**src/rtl/utim64_irq_ctrl.sv**
```systemverilog
// Interrupt front-end for the 64-bit user timer: edge capture, pending latch,
// enable mask, saturating missed-event counters and a held-vector request FSM.
module utim64_irq_ctrl #(
    parameter int P_CH     = 4,
    parameter int P_MISS_W = 8
) (
    input  logic              iCLOCK,
    input  logic              iRESET_SYNC,
    input  logic [P_CH-1:0]   iTIM_IRQ,
    input  logic              iCFG_VALID,
    input  logic              iCFG_RW,
    input  logic [1:0]        iCFG_ADDR,
    input  logic [31:0]       iCFG_DATA,
    output logic              oCFG_VALID,
    output logic [31:0]       oCFG_DATA,
    output logic              oIRQ_VALID,
    output logic [1:0]        oIRQ_NUM,
    input  logic              iIRQ_ACK
);

    typedef enum logic [0:0] {
        ST_IDLE = 1'b0,
        ST_REQ  = 1'b1
    } state_t;

    localparam logic [P_MISS_W-1:0] MISS_ONE = P_MISS_W'(1);

    state_t                     state_reg, state_next;
    logic [1:0]                 num_reg, num_next;
    logic                       holdoff_reg, holdoff_next;

    logic [P_CH-1:0]            prev_reg;
    logic [P_CH-1:0]            pend_reg, pend_next;
    logic [P_CH-1:0]            ier_reg, ier_next;
    logic [P_CH-1:0][P_MISS_W-1:0] miss_reg, miss_next;

    logic                       cfg_valid_reg;
    logic [31:0]                cfg_data_reg;
    logic [31:0]                rd_data;
    logic [31:0]                miss_word;

    logic [P_CH-1:0]            evt;
    logic [P_CH-1:0]            ack_clr;
    logic [P_CH-1:0]            w1c_clr;
    logic [P_CH-1:0]            miss_inc;
    logic [P_CH-1:0]            pend_en;

    logic                       cfg_rd;
    logic                       ier_wr;
    logic                       pend_wr;
    logic                       miss_rd;
    logic                       ack_fire;
    logic                       win_any;
    logic [1:0]                 win_idx;
    logic                       cfg_data_unused;

    assign cfg_rd   = iCFG_VALID & ~iCFG_RW;
    assign ier_wr   = iCFG_VALID &  iCFG_RW & (iCFG_ADDR == 2'd0);
    assign pend_wr  = iCFG_VALID &  iCFG_RW & (iCFG_ADDR == 2'd1);
    assign miss_rd  = cfg_rd & (iCFG_ADDR == 2'd2);
    assign ack_fire = (state_reg == ST_REQ) & iIRQ_ACK;
    assign pend_en  = pend_reg & ier_reg;

    assign cfg_data_unused = ^iCFG_DATA[31:P_CH];

    // A new edge always wins over ack-clear and W1C; it only counts as a miss
    // when the pending bit is already set and is not being cleared this cycle.
    generate
        for (genvar gi = 0; gi < P_CH; gi++) begin : g_ch
            assign evt[gi]       = iTIM_IRQ[gi] & ~prev_reg[gi];
            assign ack_clr[gi]   = ack_fire & (num_reg == 2'(gi));
            assign w1c_clr[gi]   = pend_wr & iCFG_DATA[gi];
            assign pend_next[gi] = evt[gi] | (pend_reg[gi] & ~(ack_clr[gi] | w1c_clr[gi]));
            assign miss_inc[gi]  = evt[gi] & pend_reg[gi] & ~ack_clr[gi] & ~w1c_clr[gi];

            always_comb begin
                miss_next[gi] = miss_reg[gi];
                if (miss_rd) begin
                    miss_next[gi] = miss_inc[gi] ? MISS_ONE : '0;
                end else if (miss_inc[gi] && (miss_reg[gi] != '1)) begin
                    miss_next[gi] = miss_reg[gi] + MISS_ONE;
                end
            end

            assign miss_word[gi*8 +: 8] = 8'(miss_reg[gi]);
        end
    endgenerate

    assign ier_next = ier_wr ? iCFG_DATA[P_CH-1:0] : ier_reg;

    // Lowest index wins: scan downward so the last hit is the smallest.
    always_comb begin
        win_any = 1'b0;
        win_idx = 2'd0;
        for (int i = P_CH - 1; i >= 0; i--) begin
            if (pend_en[i]) begin
                win_any = 1'b1;
                win_idx = 2'(i);
            end
        end
    end

    // After an ack, holdoff keeps IDLE for one extra cycle so the next
    // request appears no earlier than two edges after the ack.
    always_comb begin
        state_next   = state_reg;
        num_next     = num_reg;
        holdoff_next = 1'b0;
        case (state_reg)
            ST_IDLE: begin
                if (win_any && !holdoff_reg) begin
                    state_next = ST_REQ;
                    num_next   = win_idx;
                end
            end
            ST_REQ: begin
                if (iIRQ_ACK) begin
                    state_next   = ST_IDLE;
                    holdoff_next = 1'b1;
                end
            end
            default: begin
                state_next = ST_IDLE;
            end
        endcase
    end

    always_comb begin
        rd_data = 32'd0;
        case (iCFG_ADDR)
            2'd0:    rd_data = 32'(ier_reg);
            2'd1:    rd_data = 32'(pend_reg);
            2'd2:    rd_data = miss_word;
            default: rd_data = 32'({num_reg, (state_reg == ST_REQ)});
        endcase
    end

    always_ff @(posedge iCLOCK) begin
        // prev follows the lines even in reset so a line high at release is not an edge
        prev_reg <= iTIM_IRQ;
        if (iRESET_SYNC) begin
            state_reg     <= ST_IDLE;
            num_reg       <= 2'd0;
            holdoff_reg   <= 1'b0;
            pend_reg      <= '0;
            ier_reg       <= '0;
            miss_reg      <= '0;
            cfg_valid_reg <= 1'b0;
            cfg_data_reg  <= 32'd0;
        end else begin
            state_reg     <= state_next;
            num_reg       <= num_next;
            holdoff_reg   <= holdoff_next;
            pend_reg      <= pend_next;
            ier_reg       <= ier_next;
            miss_reg      <= miss_next;
            cfg_valid_reg <= cfg_rd;
            if (cfg_rd) begin
                cfg_data_reg <= rd_data;
            end
        end
    end

    assign oIRQ_VALID = (state_reg == ST_REQ);
    assign oIRQ_NUM   = num_reg;
    assign oCFG_VALID = cfg_valid_reg;
    assign oCFG_DATA  = cfg_data_reg;

endmodule

```
**config.mk**
```make
export PLATFORM = sky130hd
export DESIGN_NAME = utim64_irq_ctrl
export DESIGN_NICKNAME = d
export VERILOG_FILES = /design/src/rtl/utim64_irq_ctrl.sv
export SDC_FILE = /design/constraint.sdc
export NUM_CORES = 1
export LEC_CHECK = 0
export BUFFER_PORTS_ARGS = -buffer_cell sky130_fd_sc_hd__clkbuf_2
export CAP_MARGIN = 20
export CORE_MARGIN = 2
export CORE_UTILIZATION = 55
export DETAILED_ROUTE_END_ITERATION = 7
export GPL_TIMING_DRIVEN = 0
export PLACE_DENSITY_LB_ADDON = 0.05
export SLEW_MARGIN = 15
export SYNTH_ARGS = -nofsm -noshare
export SYNTH_HDL_FRONTEND = slang
export SYNTH_SLANG_ARGS = --single-unit
export TNS_END_PERCENT = 1
```
**constraint.sdc**
```tcl
create_clock -name iCLOCK -period 5.8 [get_ports iCLOCK]
set_input_delay 0.29 -clock iCLOCK [delete_from_list [all_inputs] [get_ports iCLOCK]]
set_output_delay 0.29 -clock iCLOCK [all_outputs]
set_load 0.01 [all_outputs]
```
==> flow_summary_export.csv <==
group,metric,value,unit
worst_setup_path,cp-start-kind,"flop",
floorplanning,die_area,0.006950,mm²
synth,async_flop_share,0,%
worst_setup_path,cp_cell_sequence,"ha_1 > and3_1 > and3_1 > nor3_1 > a21oi_1 > a31o_2",
floorplanning,coreArea,0.005991,mm²
grt,gr-usage-all-layers,24.64,%
drt,via_per_inst,5.973,
clocking,cts_buffer_depth,2,
floorplanning,initial_core_util,57.83,%
sta,period_minus_slack,2146,ps
finish,area_delta_synth_final,16.36,%
power_and_ir_drop,p_per_area,276.3,mW/mm²
grt,grt_overflow,0,
clocking,cts_num_sinks,81,
sta,hold_viol,0,
worst_setup_path,cpMaxStageDelayCell,"nor3_1",
clocking,tritoncts,"yes",
floorplanning,core.rowCount,28,
place,numPortBuffers,48,
drt,wirelength,8494,µm
sta,setup_viol,0,
sta,post-route-period-util,37.00,%
sta,finClkSkew,7.756,ps
worst_setup_path,cp_max_fo,6,
grt,grt_pass1_wl,13660,µm
synth,post_synth_num_cell_types,49,
sta,worst_pin_slew,673.4,ps
finish,final_area,0.004031,mm²
place,hpwl,6025,µm
floorplanning,fp.dieW,83.37,µm
worst_setup_path,endpoint_kind,"flop",
floorplanning,die_y,83.37,µm
clocking,path_clk_slew,80,ps
finish,utilization,67.29,%
power_and_ir_drop,ir_drop,0.2007,mV
drt,drt.antenna.violating_nets,0,
place,dpl_cell_area,0.003799,mm²
worst_setup_path,crit_family,"simple AND/OR/NAND/NOR gates",
clocking,cts.htree.levels,3,
sta,slew_headroom,54.76,%
sta,rsz0062_at_grt,"false",
synth,ys_seq_area_share,46.80,%
floorplanning,io_pins,79,
worst_setup_path,cp_common_cell,"and3_1",
worst_setup_path,path_class,"reg2reg",
synth,synth_edf_count,0,
clocking,cts_root_buffer,"clkbuf_8",
grt,antenna_found_initial,0,
sta,max_freq,466.0,MHz
clocking,post_cts_buffers,0,
hold_path,min_path_type,"in2reg",
worst_setup_path,crit_required,6050,ps
sta,setup_ws,3654,ps
grt,grt_pass1_vias,2873,
synth,ys.flop_type,"dfxtp_1",
finish,final_nets,494,
worst_setup_path,slowest_delay,540,ps
drt,drt-initial-drc-count,166,
grt,grt_max_degree,14,
worst_setup_path,crit_buf_inv,0,
synth,syn_inst,388,
finish,drive_gt1_share,16.63,%
drt,first_pass_iters,4,
finish,n_fill_cell,533,
power_and_ir_drop,power.total,1.114,mW
clocking,clock_latency,350,ps
synth,synth_fp_nets,435,
synth,syn_area,0.003465,mm²
drt,route.detailed.drc,0,
clocking,cts_hold_buf,0,
power_and_ir_drop,leakage,1.520,nW
clocking,cts.repair.resized,0,
worst_setup_path,arrival,2390,ps
place,pre_cts_slack,3704,ps
place,globalplace.congestion,0.8924,
sta,maxSlewViolCount,0,
synth,yosys_register_bits,81,
drt,wl_per_cell,16.15,µm
finish,num_antenna_cells,0,
synth,syn_area_per_cell,8.929,µm²
sta,setup_tns,0,ps
drt,vias,3142,
clocking,cts_made_buffers,9,
synth,ys_warn_count,0,
run,drv_cap,0,
status,status,"finished clean",
-- cell families (layout without fill, tap and decap cells) --
| kind of cell | count (synthesis) | count (layout) | share of synthesized area (%) |
|---|---|---|---|
| DFF | 81 | 81 | 46.80 |
| AOI/OAI and AO/OA | 92 | 92 | 18.67 |
| xor gates and xnor gates | 9 | 9 | 2.275 |
| muxes | 9 | 9 | 4.009 |
| adders and majority gates | 4 | 4 | 1.445 |
| and+or+nand+nor | 168 | 168 | 23.73 |
| buffers and inverters | 25 | 88 | 3.070 |
-- synthesized netlist by cell type, types with 5 or more instances --
cell type,instances,area share [%]
nand2_1,37,4.0
a21oi_1,24,3.5
and3_1,7,1.3
nand3_1,15,2.2
o21ai_0,13,1.9
nor2_1,60,6.5
nand2b_1,5,0.90
nor3_1,11,1.6
a22oi_1,29,6.3
dfxtp_1,81,47
xnor2_1,5,1.3
mux2i_1,6,1.7
clkbuf_1,16,1.7
-- cell type report --
class | instances | area, µm² | area share [%]
Clock buffer | 10 | 127.6 | 3.166
Timing Repair Buffer | 48 | 240.2 | 5.959
Sequential cell | 81 | 1622 | 40.22
Multi-Input combinational cell | 282 | 1737 | 43.08
Tap cell | 75 | 93.84 | 2.328
Clock inverter | 5 | 105.1 | 2.607
Inverter | 4 | 15.01 | 0.3724
Buffer | 21 | 91.34 | 2.266
-- where the power goes --
| group | internal (mW) | leakage (nW) | switching (mW) | total [mW] |
|---|---|---|---|---|
| clock network | 0.284 | 0.109 | 0.205 | 0.488 |
| logic | 0.0184 | 0.756 | 0.0393 | 0.0577 |
| registers | 0.562 | 0.655 | 0.00595 | 0.568 |
| total | 0.864 | 1.52 | 0.250 | 1.11 |
-- per-layer routing --
metal	up-vias	wire (µm)	GRT usage, %
li1	1534	-	-
met1	1502	3833	31.22
met2	89	4109	40.91
met3	17	377	4.771
met4	0	174	10.58
met5	-	0	0
-- metrics by stage --
| step | instances | hold WS [ps] |
|---|---|---|
| after detailed placement | 511 | 410.8 |
| after global routing | 526 | 33.84 |
| after global placement | 511 | 406.0 |
| final | 526 | 44.30 |
| after CTS | 526 | 37.24 |
| after floorplan | 388 | 317.7 |
-- cells in the final DEF, fill, tap and decap left out, types with 5 or more instances in the layout --
master and count:
dfxtp_1 81, nand3_1 15, a22oi_1 29, and3_1 7
mux2i_1 6, clkbuf_2 48, o21ai_0 13, a21oi_1 24
nor2_1 60, clkbuf_8 9, clkbuf_1 17, nand2_1 37
xnor2_1 5, nand2b_1 5, nor3_1 11
-- worst register-to-register path, cell delays in order, from the launching register on --
cell     delay (ps)
dfxtp_1         380
ha_1            250
and3_1          240
and3_1          250
nor3_1          540
a21oi_1         160
a31o_2          230
-- final timing paths --
check	start	endpoint	slack, ps	cells past startpoint
worst max-delay path	miss_reg[24]	miss_reg[26]	3650	6
worst min-delay path	iTIM_IRQ[2]	prev_reg[2]	40	1
worst max register to register	miss_reg[24]	miss_reg[26]	3650	6
worst min register to register	oCFG_DATA[0]	oCFG_DATA[0]	460	2
(Power assumes the default switching activity.)
